[src/rtl/mem_arbiter.sv]
// Two-requester (IFU fetch / LSU load-store) arbiter in front of a single memory port.
// Round-robin on ties, one outstanding transaction, wait-cycle timeout with error response.
module mem_arbiter #(
   parameter int unsigned TIMEOUT_CYC = 255
) (
   input  logic        core_clk,
   input  logic        core_rst,
   input  logic        ifu_arb_valid,
   input  logic [63:0] ifu_arb_addr,
   output logic [31:0] arb_ifu_data,
   output logic        arb_ifu_resp_valid,
   output logic        arb_ifu_err,
   input  logic        lsu_arb_valid,
   input  logic [63:0] lsu_arb_addr,
   input  logic        lsu_arb_wen,
   input  logic [63:0] lsu_arb_wdata,
   input  logic [7:0]  lsu_arb_wmask,
   output logic [63:0] arb_lsu_data,
   output logic        arb_lsu_resp_valid,
   output logic        arb_lsu_err,
   output logic        arb_mem_valid,
   output logic [63:0] arb_mem_addr,
   output logic        arb_mem_wen,
   output logic [63:0] arb_mem_wdata,
   output logic [7:0]  arb_mem_wmask,
   input  logic        mem_arb_ready,
   input  logic        mem_arb_valid,
   input  logic [63:0] mem_arb_data
);

   typedef enum logic [1:0] {S_IDLE, S_REQ, S_WAIT} state_t;

   localparam logic [15:0] LP_CNT_LAST = 16'(TIMEOUT_CYC - 1);

   state_t      r_state, w_next;
   logic        r_last_grant;   // 0 = IFU, 1 = LSU
   logic        r_owner;
   logic [63:0] r_addr;
   logic        r_wen;
   logic [63:0] r_wdata;
   logic [7:0]  r_wmask;
   logic [15:0] r_cnt;
   logic        r_ifu_resp, r_ifu_err, r_lsu_resp, r_lsu_err;
   logic [31:0] r_ifu_data;
   logic [63:0] r_lsu_data;

   logic        w_ifu_req, w_lsu_req, w_any_req, w_grant_lsu, w_timeout;

   // A requester still sees valid high during its own response pulse; mask it so
   // the completed request is not granted a second time.
   assign w_ifu_req   = ifu_arb_valid & ~r_ifu_resp;
   assign w_lsu_req   = lsu_arb_valid & ~r_lsu_resp;
   assign w_any_req   = w_ifu_req | w_lsu_req;
   assign w_grant_lsu = w_lsu_req & (~w_ifu_req | ~r_last_grant);
   assign w_timeout   = (r_cnt == LP_CNT_LAST);

   always_ff @(posedge core_clk or posedge core_rst) begin
      if (core_rst) r_state <= S_IDLE;
      else          r_state <= w_next;
   end

   always_comb begin
      w_next = r_state;
      case (r_state)
         S_IDLE:  if (w_any_req) w_next = S_REQ;
         S_REQ:   if (mem_arb_ready) w_next = S_WAIT;
         S_WAIT:  if (mem_arb_valid || w_timeout) w_next = S_IDLE;
         default: w_next = S_IDLE;
      endcase
   end

   always_comb begin
      arb_mem_valid      = (r_state == S_REQ);
      arb_mem_addr       = r_addr;
      arb_mem_wen        = r_wen;
      arb_mem_wdata      = r_wdata;
      arb_mem_wmask      = r_wmask;
      arb_ifu_resp_valid = r_ifu_resp;
      arb_ifu_err        = r_ifu_err;
      arb_ifu_data       = r_ifu_data;
      arb_lsu_resp_valid = r_lsu_resp;
      arb_lsu_err        = r_lsu_err;
      arb_lsu_data       = r_lsu_data;
   end

   always_ff @(posedge core_clk or posedge core_rst) begin
      if (core_rst) begin
         r_last_grant <= 1'b0;
         r_owner      <= 1'b0;
         r_addr       <= '0;
         r_wen        <= 1'b0;
         r_wdata      <= '0;
         r_wmask      <= '0;
         r_cnt        <= '0;
         r_ifu_resp   <= 1'b0;
         r_ifu_err    <= 1'b0;
         r_ifu_data   <= '0;
         r_lsu_resp   <= 1'b0;
         r_lsu_err    <= 1'b0;
         r_lsu_data   <= '0;
      end else begin
         r_ifu_resp <= 1'b0;
         r_lsu_resp <= 1'b0;
         case (r_state)
            S_IDLE: begin
               if (w_any_req) begin
                  r_owner      <= w_grant_lsu;
                  r_last_grant <= w_grant_lsu;
                  r_cnt        <= '0;
                  if (w_grant_lsu) begin
                     r_addr  <= lsu_arb_addr;
                     r_wen   <= lsu_arb_wen;
                     r_wdata <= lsu_arb_wdata;
                     r_wmask <= lsu_arb_wmask;
                  end else begin
                     r_addr  <= ifu_arb_addr;
                     r_wen   <= 1'b0;
                     r_wdata <= '0;
                     r_wmask <= '0;
                  end
               end
            end
            S_REQ: begin
               if (mem_arb_ready) r_cnt <= '0;
            end
            S_WAIT: begin
               // A response wins over a timeout landing in the same cycle.
               if (mem_arb_valid || w_timeout) begin
                  if (r_owner) begin
                     r_lsu_resp <= 1'b1;
                     r_lsu_err  <= ~mem_arb_valid;
                     r_lsu_data <= mem_arb_valid ? mem_arb_data : '0;
                  end else begin
                     r_ifu_resp <= 1'b1;
                     r_ifu_err  <= ~mem_arb_valid;
                     if (!mem_arb_valid) r_ifu_data <= '0;
                     else if (r_addr[2]) r_ifu_data <= mem_arb_data[63:32];
                     else                r_ifu_data <= mem_arb_data[31:0];
                  end
               end else begin
                  r_cnt <= r_cnt + 16'd1;
               end
            end
            default: ;
         endcase
      end
   end

endmodule

[config.mk]
export PLATFORM = sky130hd
export DESIGN_NAME = mem_arbiter
export DESIGN_NICKNAME = d
export VERILOG_FILES = /design/src/rtl/mem_arbiter.sv
export SDC_FILE = /design/constraint.sdc
export NUM_CORES = 1
export LEC_CHECK = 0
export CAP_MARGIN = 20
export CORE_AREA = 2 2 198 200
export CTS_CLUSTER_DIAMETER = 30
export DETAILED_ROUTE_END_ITERATION = 7
export DIE_AREA = 0 0 200 202
export SLEW_MARGIN = 10
export SYNTH_ARGS = -nofsm -noshare
export SYNTH_HDL_FRONTEND = slang
export SYNTH_SLANG_ARGS = --single-unit
[constraint.sdc]
create_clock -name core_clk -period 15.5 [get_ports core_clk]
set_clock_uncertainty 0.05 [all_clocks]
set_input_delay 1.55 -clock core_clk [delete_from_list [all_inputs] [get_ports core_clk]]
set_output_delay 1.55 -clock core_clk [all_outputs]
set_load 0.01 [all_outputs]
Word-level counts from Yosys, hierarchy flattened --
Index checks and enable logic that the tools add are counted.
Word-level totals: register bits after elaboration 256, output and inout bits 238, word-level logic and storage cells 60
Operators by class: add/sub/neg operators 1, equal/unequal tests 7, mux-type cells 21, bitwise operators 10, reduce and logical (&&, ||, !) cells 8
Operators by type and width (number):
- $mux W64 | 3
- $mux W32 | 2
- $mux W16 | 3
- $pmux W16 S3 | 1
- $add A16 B1 Y16 const B | 1
- $eq A16 B8 Y1 const B | 1
- $reduce_and A3 Y1 | 3
- $mux W8 | 1
- $mux W1 | 7
- $mux W2 | 3
- $ne A2 B2 Y1 const B | 3
- $pmux W2 S3 | 1
- $not A1 Y1 | 5
- $reduce_and A4 Y1 | 1
- $and A1 B1 Y1 | 3
- $reduce_bool A3 Y1 | 1
- $eq A2 B1 Y1 const B | 1
- $eq A2 B2 Y1 const B | 1
- $logic_not A2 Y1 | 1
- $ne A2 B1 Y1 const B | 1
- $or A1 B1 Y1 | 2
- $reduce_and A2 Y1 | 1
- $logic_or A1 B1 Y1 | 1

Logic depth before layout (Yosys ltp) --
Gate-level depths: netlist of the first run.
depth after elaboration 6, mapped depth 8

Least setup slack after synthesis of the first run --
Ideal clock, no wire load.
kind input port to flip-flop, start input port lsu_arb_valid, end register r_cnt[7], setup time 0.122 ns, arrival time 2.770 ns, required time 15.328 ns, slack 12.559 ns, cell stages on the path 7, path buffers 2, path through nand2b_1 a211o_1 buf_2 and2_1 buf_2 o2bb2ai_1 a32o_1
Between the ends: word-level cells in the longest chain between the ends 4
RTL lines:
- start, declared | line 13 | input logic lsu_arb_valid,
- $and A1 B1 Y1 | line 52 | assign w_lsu_req = lsu_arb_valid & ~r_lsu_resp;
- $or A1 B1 Y1 | line 53 | assign w_any_req = w_ifu_req | w_lsu_req;
- $ne A2 B2 Y1 (no line)
- $reduce_and A4 Y1 (no line)
- end signal, assigned | line 141 | r_cnt <= r_cnt + 16'd1;
- end, declared | line 42 | logic [15:0] r_cnt;
No other way between the ends. A chain may end at the register's enable or synchronous reset.

Worst setup path in the final report of the first run --
start input port lsu_arb_valid, end register r_addr[17], in the netlist arb_mem_addr[17]
Between the ends: word-level cells in the longest chain between the ends 3, elaborated cells between the ends (all ways) 5
RTL lines:
- $and A1 B1 Y1 * | line 52
- $and A1 B1 Y1 or $or A1 B1 Y1 (tied branches) | line 54, 53
- $mux W64 or $reduce_and A2 Y1 (tied branches)
- end signal, assigned | line 111 | r_addr <= lsu_arb_addr;
- end signal, assigned | line 116 | r_addr <= ifu_arb_addr;
- end, declared | line 38 | logic [63:0] r_addr;
Mark *: on every way between the ends. The rest lies on a longest branch, timed or not.

==> results of run 1 <==
## layout by cell type (no fill, tap or decap), drive strengths merged, types with 2 or more instances in the layout
cell	instances
nor3	3
o21ai	68
a22o	140
nor4	2
clkbuf	75
a31oi	8
clkinv	13
mux2i	102
a41oi	2
inv	11
bufinv	5
and3	4
nand2b	3
nor2	10
dfrtp	256
nor2b	3
nand2	73
diode	3
o2bb2ai	34
clkinvlp	14
nand3	10
ha	2
buf	11
a21oi	10
clkdlybuf4s50	508
nand4	4
o22ai	2
## logic make-up after synthesis
logic type               after synthesis
adder cells (fa/ha/maj)                2
AND/OR/NAND/NOR                      117
AO/OA/AOI/OAI                        271
flip-flops                           256
multiplexers                         102
buffers and inverters                 75
## worst register-to-register path, delay by kind of cell, from the launching register on
| family | cells | cell delay (ps) |
|---|---|---|
| buf+inv | 2 | 1510 |
| compound gates | 2 | 580 |
| flops | 1 | 340 |
| simple gates | 1 | 230 |
## power by group through the flow
| stage | Clock, mW | Sequential [mW] | Combinational, mW |
|---|---|---|---|
| after CTS | 1.26 | 1.12 | 1.42 |
| after floorplan | 0 | 1.23 | 0.494 |
| after global placement | 0 | 1.12 | 1.41 |
| after detailed placement | 0 | 1.12 | 1.42 |
| final | 1.23 | 1.12 | 1.40 |
| after global routing | 1.29 | 1.16 | 1.51 |
## state kept, by name, summed over array words and instances, names as in the netlist, 2 cells and up
name           count
arb_mem_wmask      8
arb_ifu_data      32
arb_mem_addr      64
r_cnt             16
arb_lsu_data      64
r_state            2
arb_mem_wdata     64
## stage by stage
stage / area [sq um] / utilization / instances / hold slack (ps)
after floorplan: 10420 / - / 823 / 394.7
after global placement: 15960 / 0.4169 / 1794 / 411.5
after detailed placement: 15960 / 0.4169 / 1794 / 421.3
after CTS: 17960 / 0.4692 / 1903 / 430.8
after global routing: 17970 / 0.4693 / 1905 / 443.2
final: 17970 / 0.4694 / 1906 / 428.3
## layer usage
metal,global-route usage,part of all wire,wire [um],vias up
li1,-,-,-,4119
met1,0.2159,0.41,15140,4238
met2,0.2909,0.47,17490,390
met3,0.07042,0.099,3670,56
met4,0.05741,0.022,799,0
met5,0,0,0,-
## worst min path at each step
stage | from | end | depth (start not counted)
detailed placement | arb_mem_addr[39] | arb_mem_addr[39] | 2
global placement | arb_mem_addr[29] | arb_mem_addr[29] | 2
CTS | arb_mem_addr[39] | arb_mem_addr[39] | 2
global route | arb_ifu_data[6] | arb_ifu_data[6] | 1
finish | arb_mem_addr[39] | arb_mem_addr[39] | 2
floorplan | r_cnt[15] | r_cnt[15] | 1
## area by class of cell
| type | count | area (sq um) |
|---|---|---|
| antenna | 3 | 7.507 |
| multi-input combinational | 492 | 3697 |
| fill | 3539 | 20310 |
| inverter | 9 | 41.29 |
| clock inverter | 34 | 364.1 |
| timing repair buffer | 519 | 5167 |
| sequential | 256 | 6407 |
| clock buffer | 75 | 1639 |
| tap | 518 | 648.1 |
==> reports/metrics.cfg, run 1 <==
[outcome]
status=completed

[logic_synthesis]
synth_seq_cells=256
synth.avg_cell_area_sq_um=12.66
synthXorXnorAreaFrac=0
synth_area_leaders=dfrtp_1 (61%), a22o_1 (12%), mux2i_1 (9.8%)
synth_nets=1096
synth_top_area_share=0.6148
ys_warn_count=0
synth_top_family_by_area=compound AO/OA/AOI/OAI gates
synthAdderAreaFrac=0.002402
syn_area_sq_um=10420
synth-simple-area-share=0.05355
muxShareOfSynthArea=0.09798
netlist_instances=823
synth_cell_types=42
synth_common_cells=dfrtp_1 (256), a22o_1 (140), mux2i_1 (102)
ys_seq_area_frac=0.6148
synth_compound_area_frac=0.1974
yosysTopAreaCell=dfrtp_1
yosysMostFrequentCell=dfrtp_1
synth_edf_count=0
async_flop_share=1.000
synth_flop_cell=dfrtp_1

[floorplanning]
initial_core_util=0.2722
die_area_sq_um=40400
core_area_sq_um=38290
die_h_um=202
num_rows=72
ios=509
die_x_um=200

[hold_path]
min_path_type=reg2reg

[place]
post-place-ws_ps=10950
hpwl_um=25860
routabilityCongestion=0.8126
io_buffers=508

[critical_path]
endpoint=arb_mem_addr[17]
reg2reg_slack_ps=12600
required_ps=15840
critPathKind=in2reg
worstReg2RegStart=arb_lsu_resp_valid
critical_path.startpoint=lsu_arb_valid
path_buf_inv=3
critPathTopFamily=buffers and inverters
critical_path_depth=6
r2r_end=arb_mem_addr[17]
crit_path_end_kind=register
cp_common_cell=buf_4
ff2ff_path_depth=5
startpoint_type=input port
max_stage_delay_ps=880
arrival_ps=4260
crit_fanout=103
slowest_stage=buf_4
path_cells=clkdlybuf4s50_1 -> nand2b_1 -> a211o_4 -> buf_4 -> buf_4 -> o21ai_0

[timing]
slew_violations=0
setup_violations=0
fin_crit_sh=0.2530
fmax_mhz=255.0
slew_headroom=0.2849
tns_ps=0
worst_slew_pin_slew_ps=1073
hold_viol=0
fin_crit_ps=3922
fin_ws_ps=11580
rsz0062_at_grt=false

[clocking]
cts_tree=built
cts_buffer_depth=3
cts_buffers=59
h-tree-depth=2
cts.sinks=256
cts_setup_buffers=0
insertion_delay_ps=590
postCtsHoldBufs=0
cts_resized=0
root_buffer=clkbuf_16
clkSlewWorstSetupHoldPaths_ps=40

[power_and_ir_drop]
switching_share=0.3187
power_density_nw_per_um2=208.8
p_clk_frac=0.327
power_mw=3.753
comb_power_share=0.374
p_sw_mw=1.196
p_leak_nw=7.737
ir_drop_mv=0.08577
seqPwrFrac=0.299
p_int_mw=2.556

[detailed_routing]
drc_errors=0
firstDrtPassIters=4
drtIter0Drc=407
wl_per_cell_um=19.46
ant_nets=0
finalWirelength_um=37100
routed_via_density=4.619
vias=8803

[grt]
grt_max_degree=121
grt_usage=0.1787
grt_pass1_vias=9231
antenna_found_initial=2
grt_overflow=0
grt_pass1_wl_um=55510

[job]
max_cap_violations=0

[cells_and_area]
nets=1610
area_growth_pct=72.48
drive_gt1_frac=0.09170

(Power assumes the default switching activity.)
==> inputs of run 2 (changes only) <==
==> constraint.sdc (replaced) <==
create_clock -name core_clk -period 3.59 [get_ports core_clk]
set_clock_uncertainty 0.05 [all_clocks]
set_input_delay 0.359 -clock core_clk [delete_from_list [all_inputs] [get_ports core_clk]]
set_output_delay 0.359 -clock core_clk [all_outputs]
set_load 0.01 [all_outputs]
==> run 2 against run 1 <==
Die area did not move. Largest cell class unchanged. Register-to-register slack worse by 11000 ps. Non-clock buffer count rose by 10. Power rose to 4.5 times the previous value. Flip-flop and latch count did not move.
==> reports/metrics.cfg, run 2 (synthesis gave the netlist of run 1 again) <==
[timing]
slew_violations=0
fin_crit_sh=0.6563
fmax_mhz=424.4
tns_ps=0
hold_viol=0
rsz0062_at_grt=false
whs_ps=217.0
fin_crit_ps=2356
slew_headroom=0.4830
fin_ws_ps=1234
setup_violations=0
worst_slew_pin_slew_ps=775.5

[clocking]
insertion_delay_ps=550
postCtsHoldBufs=0
cts_setup_buffers=0
cts_tree=built
root_buffer=clkbuf_16
cts_buffers=66
cts_buffer_depth=3
clkSlewWorstSetupHoldPaths_ps=50
cts_resized=0
h-tree-depth=3
cts.sinks=256

[place]
routabilityCongestion=0.8119
io_buffers=508
placed_area_sq_um=16120
hpwl_um=27190
dp.cells=1804
post-place-ws_ps=1029

[power_and_ir_drop]
ir_drop_mv=0.3946
p_leak_nw=7.977
power_mw=17.03
power_density_nw_per_um2=924.9

[grt]
grt.busiest_layer=met2
grt_use_met1=0.2132
antenna_found_initial=1
grt_usage=0.1828
grt_overflow=0
grt_pass1_vias=9306
grt_max_degree=75
grt_util_met2=0.2965
met3_usage=0.07309
grt_pass1_wl_um=56190

[hold_path]
min_path_type=in2async

[floorplanning]
initial_core_util=0.2722
die_area_sq_um=40400
ios=509
die_x_um=200
core_area_sq_um=38290
die_h_um=202
num_rows=72

[cells_and_area]
final_cells=1921
mostFrequentLayoutCells=clkdlybuf4s50_1 (508), dfrtp_1 (255), a22o_1 (140), mux2i_1 (102), nand2_1 (73)
final_util=0.4810
layout_commonest_cell=clkdlybuf4s50_1
fillerInstances=3446
final_cell_area_sq_um=18420
nets=1627
area_growth_pct=76.73
drive_gt1_frac=0.09850

[job]
max_cap_violations=0

[critical_path]
required_ps=3180
ff2ff_path_depth=5
path_cells=clkdlybuf4s50_1
r2r_end=r_cnt[7]
critPathTopFamily=flip-flops
startpoint_type=register
arrival_ps=1950
slowest_stage=dfrtp_2
path_buf_inv=1
critPathKind=reg2out
worstReg2RegStart=r_cnt[11]
crit_fanout=17
crit_path_end_kind=output port
max_stage_delay_ps=730
reg2reg_slack_ps=1250

[detailed_routing]
ant_nets=0
routed_via_density=4.707
drtIter0Drc=418
wl_per_cell_um=19.66
finalWirelength_um=37770
vias=9042
drc_errors=0
firstDrtPassIters=5

[outcome]
status=completed

-- run 2: cell types whose count changed in the layout (fill, tap and decap cells not counted), moves of 4 or more --
| cell | change |
|---|---|
| clkbuf_16 | +9 |
| clkinvlp_4 | -9 |
| buf_12 | +7 |
| clkbuf_1 | +5 |
| bufinv_16 | +4 |
-- run 2: power breakdown --
part / leakage (nW) / internal [mW] / switching (mW)
Combinational: 3.57 / 3.40 / 2.68
Clock: 1.11 / 4.33 / 1.71
Sequential: 3.29 / 4.12 / 0.781
-- run 2: per-layer routing --
layer	up-vias	wire length [um]
met3	66	3972
met5	-	0
li1	4144	-
met2	426	17890
met1	4406	14780
met4	0	1119
-- run 2: final cells by class --
cell class	instances	area, sq um	area share
Multi-Input combinational cell	492	3697	0.2008
Antenna cell	2	5.005	0.0002718
Timing Repair Buffer	529	5330	0.2894
Clock buffer	92	1924	0.1045
Sequential cell	256	6407	0.3479
Inverter	9	37.54	0.002038
Clock inverter	23	365.4	0.01984
Tap cell	518	648.1	0.03519
-- run 2: how the worst max path moves through the flow --
stage	endpoint	start	slack, ps	depth (start not counted)
final	arb_mem_addr[2]	arb_mem_addr[2]	1230	1
after global routing	r_cnt[7]	r_cnt[0]	1090	6
after CTS	arb_mem_addr[2]	arb_mem_addr[2]	1210	1
after detailed placement	arb_mem_wdata[20]	lsu_arb_valid	1030	7
after global placement	arb_mem_wdata[24]	ifu_arb_valid	1080	7
after floorplan	arb_ifu_data[0]	core_rst	-190	1
==> inputs of run 3 (changes only) <==
==> constraint.sdc (replaced) <==
create_clock -name core_clk -period 2.1 [get_ports core_clk]
set_clock_uncertainty 0.05 [all_clocks]
set_input_delay 0.21 -clock core_clk [delete_from_list [all_inputs] [get_ports core_clk]]
set_output_delay 0.21 -clock core_clk [all_outputs]
set_load 0.01 [all_outputs]
==> run 3 against run 2 <==
Setup slack got worse by 1100 ps. Power rose by 63%. Via count barely moved. Clock power rose by 42%. Sequential power rose by 70%. Wire length rose by 0.47%. Cell count rose by 0.83%. Die area did not move. Flip-flop and latch count did not move. Register-to-register slack got worse by 1100 ps. Count of clock-buffer cells in the layout fell by 15. Critical path type is now reg2reg. Critical endpoint is now arb_lsu_data[15]. Largest cell class unchanged. Largest power group unchanged.
==> reports/metrics.cfg, run 3 (synthesis gave the netlist of run 1 again) <==
[critical_path]
critPathTopFamily=simple AND/OR/NAND/NOR gates
crit_path_end_kind=register
required_ps=2480
max_stage_delay_ps=420
path_cells=nor4_2 -> nand4b_2 -> nor2_4 -> o211ai_1 -> buf_12 -> a22o_1
slowest_stage=dfrtp_1
path_buf_inv=1
crit_fanout=65
critPathKind=reg2reg
ff2ff_path_depth=6
worstReg2RegStart=r_cnt[11]
r2r_end=arb_lsu_data[15]
arrival_ps=2370
reg2reg_slack_ps=110
startpoint_type=register

[detailed_routing]
finalWirelength_um=37940
wl_per_cell_um=19.59
drtIter0Drc=365
vias=9039
firstDrtPassIters=5
ant_nets=0
routed_via_density=4.666
drc_errors=0

[floorplanning]
die_area_sq_um=40400
die_x_um=200
die_h_um=202
ios=509
core_area_sq_um=38290
initial_core_util=0.2722
num_rows=72

[place]
dp.cells=1830
post-place-ws_ps=-3.380
io_buffers=508
hpwl_um=27600
placed_area_sq_um=16470
routabilityCongestion=0.8300

[hold_path]
holdPathStages=3
min_to=r_state[1]
min_path_type=in2reg
min_from=mem_arb_ready

[cells_and_area]
mostFrequentLayoutCells=clkdlybuf4s50_1 (508), dfrtp_1 (255), a22o_1 (140), mux2i_1 (102), nand2_1 (73)
final_cells=1937
layout_commonest_cell=clkdlybuf4s50_1
final_cell_area_sq_um=18360
area_growth_pct=76.24
nets=1644
drive_gt1_frac=0.1088

[job]
max_cap_violations=0

[clocking]
cts_buffer_depth=3
cts_tree=built
cts.sinks=256
insertion_delay_ps=570
cts_buffers=56
clkSlewWorstSetupHoldPaths_ps=40
h-tree-depth=2
root_buffer=clkbuf_16
cts_setup_buffers=0

[timing]
slew_violations=0
whs_ps=189.5
fin_crit_ps=1990
worst_slew_pin_slew_ps=657.5
fin_ws_ps=109.7
slew_headroom=0.5617
fin_crit_sh=0.9477
setup_violations=0
fmax_mhz=502.4
hold_viol=0
rsz0062_at_grt=false

[grt]
grt_overflow=0
grt_max_degree=120
grt_pass1_wl_um=56780
grt_usage=0.1827
grt_pass1_vias=9492
antenna_found_initial=4

[power_and_ir_drop]
p_sw_mw=8.865
p_leak_nw=7.943
ir_drop_mv=0.7280
seqPwrFrac=0.299
comb_power_share=0.392
p_int_mw=18.96
power_density_nw_per_um2=1515
switching_share=0.3186
p_clk_frac=0.309

[outcome]
status=completed

-- run 3: cell types whose count changed in the layout (fill, tap and decap cells not counted), moves of 2 or more --
| cell | delta |
|---|---|
| bufinv_16 | -5 |
| clkinvlp_4 | +6 |
| clkinv_4 | +2 |
| inv_6 | +4 |
| buf_4 | +14 |
| buf_12 | +12 |
| clkinv_2 | -4 |
| clkbuf_16 | -13 |
-- run 3: final cells by class --
| cell class | instances | area, sq um |
|---|---|---|
| clock inverter | 26 | 296.5 |
| sequential | 256 | 6407 |
| timing repair buffer | 556 | 5685 |
| antenna | 3 | 7.507 |
| multi-input combinational | 492 | 3700 |
| inverter | 9 | 37.54 |
| fill | 3450 | 19920 |
| tap | 518 | 648.1 |
| clock buffer | 77 | 1582 |
-- run 3: stage by stage --
stage / power (mW) / util / TNS, ps
2_1_floorplan: 12.75 / - / -392100
3_3_place_gp: 19.24 / 0.4301 / 0
3_5_place_dp: 19.32 / 0.4301 / -5.665
4_1_cts: 28.16 / 0.4794 / 0
5_1_grt: 29.36 / 0.4796 / 0
6_report: 27.83 / 0.4796 / 0
-- run 3: power by group through the flow --
stage / Sequential [mW] / Combinational, mW / Clock (mW)
after global placement: 8.32 / 10.9 / 0
after detailed placement: 8.30 / 11.0 / 0
after global routing: 8.58 / 11.7 / 9.07
after CTS: 8.32 / 11.1 / 8.77
after floorplan: 9.10 / 3.64 / 0
final: 8.31 / 10.9 / 8.60
-- run 3: how the worst max path moves through the flow --
stage | from | slack [ps] | endpoint | depth (start not counted)
floorplan | core_rst | -1530 | arb_ifu_data[0] | 1
global placement | lsu_arb_valid | 20 | arb_mem_wdata[14] | 6
detailed placement | lsu_arb_valid | -3 | arb_mem_wdata[51] | 9
CTS | r_state[0] | 20 | arb_mem_valid | 2
global route | r_cnt[11] | 30 | arb_lsu_data[15] | 6
finish | r_cnt[11] | 110 | arb_lsu_data[15] | 6
-- run 3: tightest hold or removal path: stages --
cell	delay, ps
clkdlybuf4s50_1	410
nand2_1	80
nand2_1	50
-- run 3: routing by layer --
layer / vias to the layer above / share of wire / GRT usage
met3: 77 / 0.095 / 0.06191
met1: 4373 / 0.40 / 0.2208
met2: 407 / 0.47 / 0.2992
met4: 2 / 0.031 / 0.07063
li1: 4180 / - / -
met5: - / 0.00026 / 0
-- run 3: timing repair --
| action | 4_1_cts | 5_1_grt |
|---|---|---|
| hold buffers | 1 | 0 |
| setup endpoints to repair | 0 | 1 |
| hold endpoints to repair | 6 | 0 |
| gates resized for setup | 0 | 1 |
